**config.mk**
```make
export PLATFORM = sky130hd
export DESIGN_NAME = shadow_write_queue
export DESIGN_NICKNAME = d
export VERILOG_FILES = /design/src/rtl/shadow_write_queue.sv
export SDC_FILE = /design/constraint.sdc
export NUM_CORES = 1
export LEC_CHECK = 0
export ABC_AREA = 1
export BUFFER_PORTS_ARGS = -buffer_cell sky130_fd_sc_hd__clkbuf_2
export CORE_ASPECT_RATIO = 1.1
export CORE_MARGIN = 2
export CORE_UTILIZATION = 56
export CTS_CLUSTER_SIZE = 12
export DETAILED_ROUTE_END_ITERATION = 8
export PLACE_DENSITY = 0.78
export SLEW_MARGIN = 15
export SYNTH_ARGS = -nofsm -noshare
export SYNTH_HDL_FRONTEND = slang
export SYNTH_SLANG_ARGS = --single-unit
```
**constraint.sdc**
```tcl
create_clock -name clk_sys -period 2.5 [get_ports clk_sys]
set_input_delay 0.5 -clock clk_sys [delete_from_list [all_inputs] [get_ports clk_sys]]
set_output_delay 0.5 -clock clk_sys [all_outputs]
set_load 0.02 [all_outputs]
```
**src/rtl/shadow_write_queue.sv**
```systemverilog
// Captures CPU writes to shadowed video regions in banks 00/01 and replays
// them into slow RAM (banks E0/E1) on 1 MHz slot strobes through a small FIFO.
module shadow_write_queue #(
   parameter int DEPTH = 4,
   parameter int AW    = 2
) (
   input  logic          clk_sys,
   input  logic          reset,
   input  logic          fast_clk,
   input  logic [7:0]    bank,
   input  logic [15:0]   addr,
   input  logic [7:0]    dout,
   input  logic          we,
   input  logic [7:0]    shadow,
   input  logic          slow_slot,
   output logic [16:0]   slow_addr,
   output logic [7:0]    slow_din,
   output logic          slow_wr,
   output logic          stall,
   output logic [AW:0]   level,
   output logic          overflow
);

   localparam logic [AW:0] FULL_LVL = (AW+1)'(DEPTH);

   logic [24:0]   mem_r [DEPTH];
   logic [AW-1:0] wr_ptr_r;
   logic [AW-1:0] rd_ptr_r;
   logic [AW:0]   count_r;
   logic [AW:0]   count_next_s;
   logic          stall_r;
   logic          overflow_r;
   logic          slow_wr_r;
   logic [16:0]   slow_addr_r;
   logic [7:0]    slow_din_r;

   logic bank0_s, bank_ok_s, hires_ok_s;
   logic text1_s, text2_s, hgr1_s, hgr2_s, shr_s;
   logic hit_s, push_s, pop_s, drop_s;

   // A set shadow bit inhibits its region; aux-bank hires also needs shadow[4] clear.
   assign bank0_s    = (bank == 8'h00);
   assign bank_ok_s  = bank0_s | (bank == 8'h01);
   assign hires_ok_s = bank0_s | ~shadow[4];
   assign text1_s    = (addr[15:10] == 6'b000001) & ~shadow[0];
   assign text2_s    = (addr[15:10] == 6'b000010) & ~shadow[5];
   assign hgr1_s     = (addr[15:13] == 3'b001) & ~shadow[1] & hires_ok_s;
   assign hgr2_s     = (addr[15:13] == 3'b010) & ~shadow[2] & hires_ok_s;
   assign shr_s      = ~bank0_s & (addr >= 16'h2000) & (addr <= 16'h9FFF) & ~shadow[3];
   assign hit_s      = fast_clk & we & bank_ok_s & (text1_s | text2_s | hgr1_s | hgr2_s | shr_s);

   // An empty queue never bypasses: a same-cycle slot is ignored and the hit is stored.
   assign pop_s  = slow_slot & (count_r != '0);
   assign push_s = hit_s & ((count_r != FULL_LVL) | pop_s);
   assign drop_s = hit_s & (count_r == FULL_LVL) & ~pop_s;

   // Next occupancy from the push/pop combination
   always_comb begin
      count_next_s = count_r;
      case ({push_s, pop_s})
         2'b10:   count_next_s = count_r + (AW+1)'(1);
         2'b01:   count_next_s = count_r - (AW+1)'(1);
         default: count_next_s = count_r;
      endcase
   end

   // Entry storage; contents are meaningless after reset since level returns to 0
   always_ff @(posedge clk_sys) begin
      if (push_s) begin
         mem_r[wr_ptr_r] <= {bank[0], addr, dout};
      end
   end

   // Pointers, occupancy, status flags and the slow-RAM write port
   always_ff @(posedge clk_sys or posedge reset) begin
      if (reset) begin
         wr_ptr_r    <= '0;
         rd_ptr_r    <= '0;
         count_r     <= '0;
         stall_r     <= 1'b0;
         overflow_r  <= 1'b0;
         slow_wr_r   <= 1'b0;
         slow_addr_r <= 17'h0_0000;
         slow_din_r  <= 8'h00;
      end else begin
         if (push_s) begin
            wr_ptr_r <= wr_ptr_r + AW'(1);
         end
         if (pop_s) begin
            rd_ptr_r    <= rd_ptr_r + AW'(1);
            slow_addr_r <= mem_r[rd_ptr_r][24:8];
            slow_din_r  <= mem_r[rd_ptr_r][7:0];
         end
         if (drop_s) begin
            overflow_r <= 1'b1;
         end
         count_r   <= count_next_s;
         stall_r   <= (count_next_s == FULL_LVL);
         slow_wr_r <= pop_s;
      end
   end

   assign slow_addr = slow_addr_r;
   assign slow_din  = slow_din_r;
   assign slow_wr   = slow_wr_r;
   assign stall     = stall_r;
   assign level     = count_r;
   assign overflow  = overflow_r;

endmodule

```
# Word level (Yosys, flattened, before mapping)
# Memories as Yosys holds them, arrays and structs flattened. A register that Yosys moved wholly into a read port is not among the register bits.
# Cells that the tools add are included.
# op_classes
n_lt_le_gt_ge	2
bitwise	31
n_div	0
reduce_logical	2
mul	0
shifts	0
n_addsub	4
mux	3
eq_ne	10
# op_table
operator	count
1-bit bitwise AND	16
16-bit by 14-bit greater-or-equal comparator with 1-bit output, second input constant	1
16-bit less-or-equal comparator, second input constant	1
8-bit by 1-bit == test with 1-bit output, second input constant	1
8-bit zero test	1
1-bit NOT	8
1-bit bitwise OR	7
3-bit == test, second input constant	2
6-bit by 1-bit == test with 1-bit output, second input constant	1
6-bit by 2-bit == test with 1-bit output, second input constant	1
3-bit one-hot mux with 2 select lines	1
2-bit by 1-bit adder with 2-bit output, second input constant	2
3-bit by 1-bit adder with 3-bit output, second input constant	1
3-bit by 1-bit == test with 1-bit output, second input constant	1
3-bit by 2-bit == test with 1-bit output, second input constant	1
3-bit != test, second input constant	1
3-bit nonzero test	1
3-bit by 1-bit subtractor with 3-bit output, second input constant	1
2-bit by 1-bit == test with 1-bit output, second input constant	1
2-bit == test, second input constant	1
1-bit two-way mux	2
# totals
out_inout_bits	31
regBits	10
mem_bits_ro	0
latch_bits	0
n_memories	1
ramBits	100
word_cells	59
inputBits	45
# mem_list
name	words	word_bits	rd	rd_ports_with_merged_regs	write_ports	line_no	text
mem_r	4	25	1	1	1	26	logic [24:0] mem_r [DEPTH];

# Logic depth before layout (Yosys ltp)
# Gate-level depths: netlist of the first run.
# depth
word_depth	11
ltp_mapped	15
depth_no_buf	15

# Least setup slack after synthesis of the first run
# OpenSTA, ideal clock, no wires.
# synth_path
path_kind	input -> register
from	in bank[3]
to	mem mem_r[2][0] (enable)
slack_ns	-0.186
path_stages	9
required_time_ns	2.093
arrival_time_ns	2.279
setup_ns	0.407
n_path_buf	0
path_cell_list	nor2_1 > nand2_1 > o21ai_1 > nand2_1 > nand3_2 > nand2_2 > inv_1 > nand2_2 > nor2_1
# synth_between
elab_chain_len	10
elab_cells_between_ends	18
classes_between	eq/ne (1); mux (2); bitwise (14); reduce/logical (1)
# synth_lines
item	line_no	text
start: declaration	10	input logic [7:0] bank,
8-bit zero test	42	assign bank0_s = (bank == 8'h00);
1-bit bitwise OR / 1-bit NOT (equally long branches)	44, 49	
1-bit bitwise AND (on tied branches)	47, 49	
1-bit bitwise OR / 1-bit bitwise AND (equally long branches) (2 in series)	50, 49	
1-bit bitwise OR	50	assign hit_s = fast_clk & we & bank_ok_s & (text1_s | text2_s | hgr1_s | hgr2_s | shr_s);
1-bit bitwise AND *	50	
1-bit bitwise AND *	54	assign push_s = hit_s & ((count_r != FULL_LVL) | pop_s);
1-bit two-way mux *	69	if (push_s) begin
1-bit two-way mux (implied by the code) *	70	mem_r[wr_ptr_r] <= {bank[0], addr, dout};
end: declaration	26	
# Every way passes the cells marked *; elsewhere a longest branch is shown, timed or not.

==> results of run 1 <==
[cells by family (layout without fill, tap and decap cells)]
logic type	after synthesis	count (layout)
XOR/XNOR	3	3
flip-flops	135	135
adder cells (fa/ha/maj)	5	5
AO/OA/AOI/OAI	82	82
buffers and inverters	43	144
AND/OR/NAND/NOR	175	175
[power breakdown]
group,total (uW),switching [uW],internal (uW)
combinational,1940,1300,640
sequential,2910,238,2670
clock,2860,889,1970
[sequential cells by signal, indices dropped and copies added, names as in the netlist]
| name | count |
|---|---|
| mem_r | 100 |
| slow_wr | 1 |
| wr_ptr_r | 2 |
| slow_din | 8 |
| slow_addr | 17 |
| rd_ptr_r | 2 |
| stall | 1 |
| overflow | 1 |
| level | 3 |
[placed cells by master, fill, tap and decap left out, drive strengths merged, types with 7 or more instances in the layout]
cell type    n
nor2       140
edfxtp     100
clkbuf      92
o21ai       54
dfrtp       35
a31oi       25
nand2       23
inv         21
buf         17
bufinv       7
[cell type report]
class | instances | area, sq um
well taps | 117 | 146
clock inverters | 13 | 248
clock buffers | 19 | 442
inverters | 22 | 82.6
repair buffers | 90 | 518
multi-input cells | 265 | 1270
fillers | 604 | 2720
flip-flops and latches | 135 | 3880
[layer usage]
layer / up-vias / global-route usage (%) / wire [um] / share of wire [%]
met5: - / 0 / 0 / 0
met4: 0 / 10.5 / 240 / 2.2
met3: 30 / 5.98 / 705 / 6.3
met2: 174 / 39.0 / 5790 / 52
met1: 1715 / 27.0 / 4380 / 39
li1: 1715 / - / - / -
[worst paths after layout]
kind	endpoint	slack, ns	depth (start not counted)
hold reg to reg	overflow$_DFFE_PP0P_	0.51	1
setup / recovery	slow_din[2]$_DFFE_PP0P_	0.69	3
min in group clk_sys	mem_r[3][5]$_DFFE_PP_	0.20	1
setup reg to reg	slow_din[2]$_DFFE_PP0P_	0.69	3
max in group asynchronous	slow_din[5]$_DFFE_PP0P_	1.83	3
hold / removal	slow_addr[13]$_DFFE_PP0P_	0.07	2
[through the flow]
stage,total power [uW],TNS (ns),instance area [sq um]
floorplan,4250,-18.58,5320
global placement,4750,0,5900
detailed placement,4840,0,5900
CTS,7740,0,6590
global route,8090,0,6590
finish,7710,0,6590
[worst max-delay path: cells and delay by family, from the launching register on]
| family | cells | cell delay (ns) |
|---|---|---|
| buf+inv | 1 | 0.63 |
| flops | 1 | 0.59 |
| compound gates | 2 | 0.50 |
==> qor_table.md, run 1 <==
| Step | Result | This run |
| --- | --- | --- |
| global route | Number of global-route vias before repair | 3610 |
| floorplan | Total number of placement rows | 37 |
| critical path | Req. time, crit path | 2.93 ns |
| cells and area | Layout Area Growth over Synthesis | 24.0% |
| floorplan | Core Footprint | 9310 sq um |
| timing | Final hold viol count | 0 |
| floorplan | Initial core utilization | 57.1% |
| cts | CTS hold repair buffers | 0 |
| routing | Total Wirelength | 11100 um |
| logic synthesis | Cell taking the most area after synthesis | edfxtp_1 |
| critical path | Critical Path End Type | flip-flop |
| power and ir drop | PD cells | 1170 nW/um^2 |
| timing | Clk_skew | 0.00631 ns |
| logic synthesis | Post-synthesis async set-or-reset flop share | 25.9% |
| placement | Detailed Place HPWL | 6630 um |
| placement | Setup slack at placement | 0.290 ns |
| cts | Setup bufs post-CTS | 0 |
| floorplan | Die Wd | 96.9 um |
| logic synthesis | Synth top area share | 56.5% |
| cells and area | Layout cell share with drive strength beyond 1 | 24.8% |
| cells and area | Count of placed standard cells in the final layout, fillers left out | 661 |
| logic synthesis | Mux cell area share after synthesis | 0% |
| global route | Leftover overflow at the end of global routing | 0 |
| cts | Clock root buffer | clkbuf_8 |
| routing | Violation count after the first detailed-route iteration | 354 |
| timing | Worst Max-Slew Pin Slew | 0.978 ns |
| placement | Number of input and output port buffers inserted | 73 |
| cts | Post-cts resize count | 0 |
| cts | Clock buffer count from CTS | 17 |
| logic synthesis | Largest family of logic cells by synthesized area | simple AND/OR/NAND/NOR gates |
| critical path | Largest fanout of any net on the critical path | 50 |
| critical path | CP max-delay cell | inv_2 |
| timing | Fraction of the cycle the final worst path needs | 72.5% |
| timing | Setup WS post-layout | 0.687 ns |
| global route | First-pass GRT wire length | 17700 um |
| critical path | Worst stage delay on the critical path | 0.63 ns |
| logic synthesis | Most instantiated flip-flop cell in the synthesis netlist | edfxtp_1 |
| floorplan | Chip height | 106 um |
| logic synthesis | Synth warn | 0 |
| logic synthesis | Net count after synthesis | 493 |
| routing | Routed Antenna Nets | 0 |
| logic synthesis | Post-synthesis instance total | 443 |
| cts | Sink Count | 135 |
| timing | Count of endpoints failing setup in the final report | 0 |
| timing | Headroom to the max-slew limit | 34.4% |
| critical path | Crit path launch type | flip-flop |
| cts | Clk_lat worst skew | 0.52 ns |
| global route | Initial antenna violation count | 0 |
| critical path | Start point of the critical path | rd_ptr_r[0]$_DFFE_PP0P_ |
| power and ir drop | Lkg Pwr | 0.00260 uW |
| cts | Maximum level of the CTS H-tree | 4 |
| outcome | Run status | finished, final reports clean |
| timing | Max Freq | 552 MHz |
| global route | Overall global routing resource usage | 22.7% |
| logic synthesis | Share of synthesized cell area in and, or, nand and nor gates | 13.4% |
| logic synthesis | Syn Std Cell Area | 5320 sq um |
| cells and area | Count of inserted antenna diode cells | 0 |
| logic synthesis | XOR/XNOR share of the synthesized area | 0.494% |
| logic synthesis | Top cells by area, synth | edfxtp_1, dfrtp_1, nor2_1 |
| routing | Via total after detailed routing | 3634 |
| min path | Type of the worst min-delay path | input port to asynchronous set/reset pin |
| timing | Post-route worst hold slack | 0.0662 ns |
| cts | Clock tree from TritonCTS | built |
| logic synthesis | Share of synthesized area occupied by flip-flops and latches | 73.0% |
| power and ir drop | Maximum vdd ir drop | 0.575 mV |
| routing | Routed length per instance | 16.8 um |
| logic synthesis | Post-synthesis share of cell area spent on full adders, half adders and majority gates | 1.32% |
| floorplan | Number of top-level pins | 76 |
| timing | Final min period | 1.81 ns |
| critical path | Worst path cell trace | inv_2, o21ai_0, a31oi_1 |
| cts | Deepest clock path buffer count | 2 |
| logic synthesis | Number of flops mapped to enable cells by yosys | 100 |
| placement | GPL Wtd Cong | 0.712 |
| routing | DRC violation count after routing | 0 |
| logic synthesis | Avg Synthesized Cell Area | 12.0 sq um |
| floorplan | Total Die Area | 10300 sq um |
| placement | Number of placed instances, taps included | 629 |
| logic synthesis | Distinct cell type count of the synthesized netlist | 26 |
| logic synthesis | Most frequent cell after synthesis | nor2_1 |
| critical path | Worst setup path class | flip-flop to flip-flop |
| routing | Vias per inst | 5.50 |
| timing | Unrepaired setup endpoints after global routing | false |
| cts | Clock transition at the register clock pins on the worst setup and hold paths after CTS | 0.06 ns |
| timing | Final max-slew violation count | 0 |
| job | Max Cap Violations | 0 |
| cells and area | Number of nets in the final layout | 581 |
| logic synthesis | Most numerous cell types in the synthesized netlist | nor2_1, edfxtp_1, o21ai_0, dfrtp_1, a31oi_1 |
| cells and area | Final Util | 70.8% |
| routing | Drt pass-1 iters | 4 |
| critical path | Endpoint arrival time on the critical path | 2.25 ns |
| logic synthesis | Synthesized-area fraction occupied by ao, oa, aoi and oai cells | 8.57% |
| global route | Maximum number of pins on one net before global-route repair | 51 |
| critical path | Reg-to-reg critical path startpoint | rd_ptr_r[0]$_DFFE_PP0P_ |
| logic synthesis | Count of state elements after synthesis | 135 |
Note: power is estimated with default switching activity, not from simulation.
==> run 2, diff against run 1 <==
clock period = 1.82 ns   (was 2.5 ns; I/O delays follow)
==> qor_table.md, run 2 (synthesis results as in run 1) <==
| Step | Result | This run |
| --- | --- | --- |
| routing | Routed length per instance | 16.5 um |
| cells and area | Number of nets in the final layout | 598 |
| critical path | Critical Path End Type | flip-flop |
| power and ir drop | Int Power | 6850 uW |
| floorplan | Core Footprint | 9310 sq um |
| critical path | Crit path launch type | flip-flop |
| power and ir drop | PD cells | 1530 nW/um^2 |
| power and ir drop | Switching share of total power | 33.3% |
| min path | WHS Path Cells | 1 |
| routing | Drt pass-1 iters | 5 |
| cts | Clock root buffer | clkbuf_8 |
| critical path | Worst setup path class | flip-flop to flip-flop |
| timing | Final max-slew violation count | 0 |
| placement | GPL Wtd Cong | 0.751 |
| cts | Clk_lat worst skew | 0.53 ns |
| floorplan | Number of top-level pins | 76 |
| critical path | Largest fanout of any net on the critical path | 4 |
| routing | Vias per inst | 5.46 |
| cells and area | Leading cell type in the layout, fill and taps excluded | nor2_1 |
| cells and area | Layout Area Growth over Synthesis | 26.5% |
| critical path | Endpoint arrival time on the critical path | 2.10 ns |
| cts | Clock tree from TritonCTS | built |
| cells and area | Max reg flops | 100 |
| floorplan | Total Die Area | 10300 sq um |
| placement | Detailed Place HPWL | 6870 um |
| timing | Unrepaired setup endpoints after global routing | true |
| cts | Clock buffer count from CTS | 17 |
| timing | Final min period | 1.68 ns |
| power and ir drop | Power, Total | 10300 uW |
| cts | Clock transition at the register clock pins on the worst setup and hold paths after CTS | 0.06 ns |
| cells and area | Area occupied by multi-input gates | 1340 sq um |
| global route | Number of global-route vias before repair | 3770 |
| floorplan | Total number of placement rows | 37 |
| cts | Maximum level of the CTS H-tree | 4 |
| cts | Setup bufs post-CTS | 0 |
| routing | Routed Antenna Nets | 0 |
| timing | Max Freq | 595 MHz |
| min path | Type of the worst min-delay path | input port to flip-flop |
| cts | Deepest clock path buffer count | 2 |
| cells and area | Register cell area after layout | 3880 sq um |
| power and ir drop | Gate power share | 28.8% |
| power and ir drop | Lkg Pwr | 0.00266 uW |
| global route | Maximum number of pins on one net before global-route repair | 38 |
| timing | Fraction of the cycle the final worst path needs | 92.3% |
| job | Max Cap Violations | 0 |
| floorplan | Die Wd | 96.9 um |
| power and ir drop | Clk pwr share | 33.0% |
| global route | Overall global routing resource usage | 23.2% |
| outcome | Run status | finished, final reports clean |
| power and ir drop | Maximum vdd ir drop | 0.793 mV |
| global route | Leftover overflow at the end of global routing | 0 |
| timing | Setup WS post-layout | 0.140 ns |
| floorplan | Initial core utilization | 57.1% |
| timing | Clk_skew | 0.00997 ns |
| routing | DRC violation count after routing | 0 |
| cells and area | Layout cell share with drive strength beyond 1 | 28.0% |
| global route | First-pass GRT wire length | 17900 um |
| critical path | Req. time, crit path | 2.24 ns |
| cts | Sink Count | 135 |
| cells and area | Top library cells by usage in the layout, fill and taps aside | nor2_1, edfxtp_1, clkbuf_2, o21ai_0, dfrtp_1 |
| power and ir drop | Switching power of the nets | 3420 uW |
| routing | Violation count after the first detailed-route iteration | 422 |
| floorplan | Chip height | 106 um |
| routing | Via total after detailed routing | 3703 |
| placement | Setup slack at placement | -0.230 ns |
| cells and area | Number of fill cells in the layout | 599 |
| cells and area | Count of inserted antenna diode cells | 0 |
| timing | Count of endpoints failing setup in the final report | 0 |
| power and ir drop | Power share of the sequential group | 38.2% |
| routing | Total Wirelength | 11200 um |
| timing | Worst Max-Slew Pin Slew | 0.525 ns |
| cells and area | Largest reg by FF count | mem_r |
| timing | Final hold viol count | 0 |
| placement | Number of input and output port buffers inserted | 73 |
| timing | Headroom to the max-slew limit | 65.0% |
| global route | Initial antenna violation count | 0 |
| critical path | R2R depth | 10 |
## run 2: power by group through the flow
stage	clock network, uW	registers [uW]	logic [uW]
floorplan	0	4310	1530
global route	3570	3960	3280
detailed placement	0	3950	2890
CTS	3440	3900	2950
global placement	0	3930	2760
finish	3390	3920	2950
## run 2: critical path: stages (launching register included)
cell and delay, ns:
dfrtp_1 0.46, nor2_4 0.17, a21oi_4 0.08, nand2_4 0.07, inv_1 0.04, fa_1 0.48, inv_1 0.05, nand2_1 0.06
nand2_1 0.06, nand2_1 0.07, nor2_1 0.04
## run 2: through the flow
| step | instance area [sq um] | std cells | util [%] | hold WS (ns) | TNS, ns |
|---|---|---|---|---|---|
| 6_report | 6720 | 678 | 72.3 | 0.0556 | 0 |
| 5_1_grt | 6720 | 678 | 72.3 | 0.0430 | -0.00367 |
| 4_1_cts | 6710 | 678 | 72.1 | 0.0285 | 0 |
| 3_5_place_dp | 6100 | 645 | 65.6 | 0.480 | -9.33 |
| 3_3_place_gp | 6100 | 645 | 65.6 | 0.478 | -6.72 |
| 2_1_floorplan | 5380 | 443 | - | 0.463 | -0.606 |
## run 2: worst paths after layout
kind                                      start                      end  slack [ns]
max reg2reg                  level[1]$_DFF_PP0_          stall$_DFF_PP0_        0.14
min                                     addr[2]   mem_r[1][10]$_DFFE_PP_        0.06
max in group asynchronous                 reset  rd_ptr_r[0]$_DFFE_PP0P_        0.95
min in group asynchronous                 reset  wr_ptr_r[1]$_DFFE_PP0P_        0.48
max                          level[1]$_DFF_PP0_          stall$_DFF_PP0_        0.14
min reg2reg                overflow$_DFFE_PP0P_     overflow$_DFFE_PP0P_        0.51
## run 2: cell type report
| class | instances | area share, % |
|---|---|---|
| sequential | 135 | 57.7 |
| multi-input combinational | 265 | 19.9 |
| timing repair buffer | 107 | 10.1 |
| clock buffer | 20 | 6.62 |
| clock inverter | 12 | 2.27 |
| tap | 117 | 2.18 |
| inverter | 22 | 1.23 |
## run 2: timing repair
action / CTS / global route
hold buffers: 1 / 0
setup endpoints to repair: 0 / 12
hold endpoints to repair: 35 / 0
resized for setup: 0 / 4
## run 2: metal layers
metal	GRT usage (%)	share of wire (%)	vias to the layer above
li1	-	-	1747
met1	25.6	37	1757
met2	42.0	54	165
met3	5.26	6.5	34
met4	11.7	2.6	0
met5	0	0	-
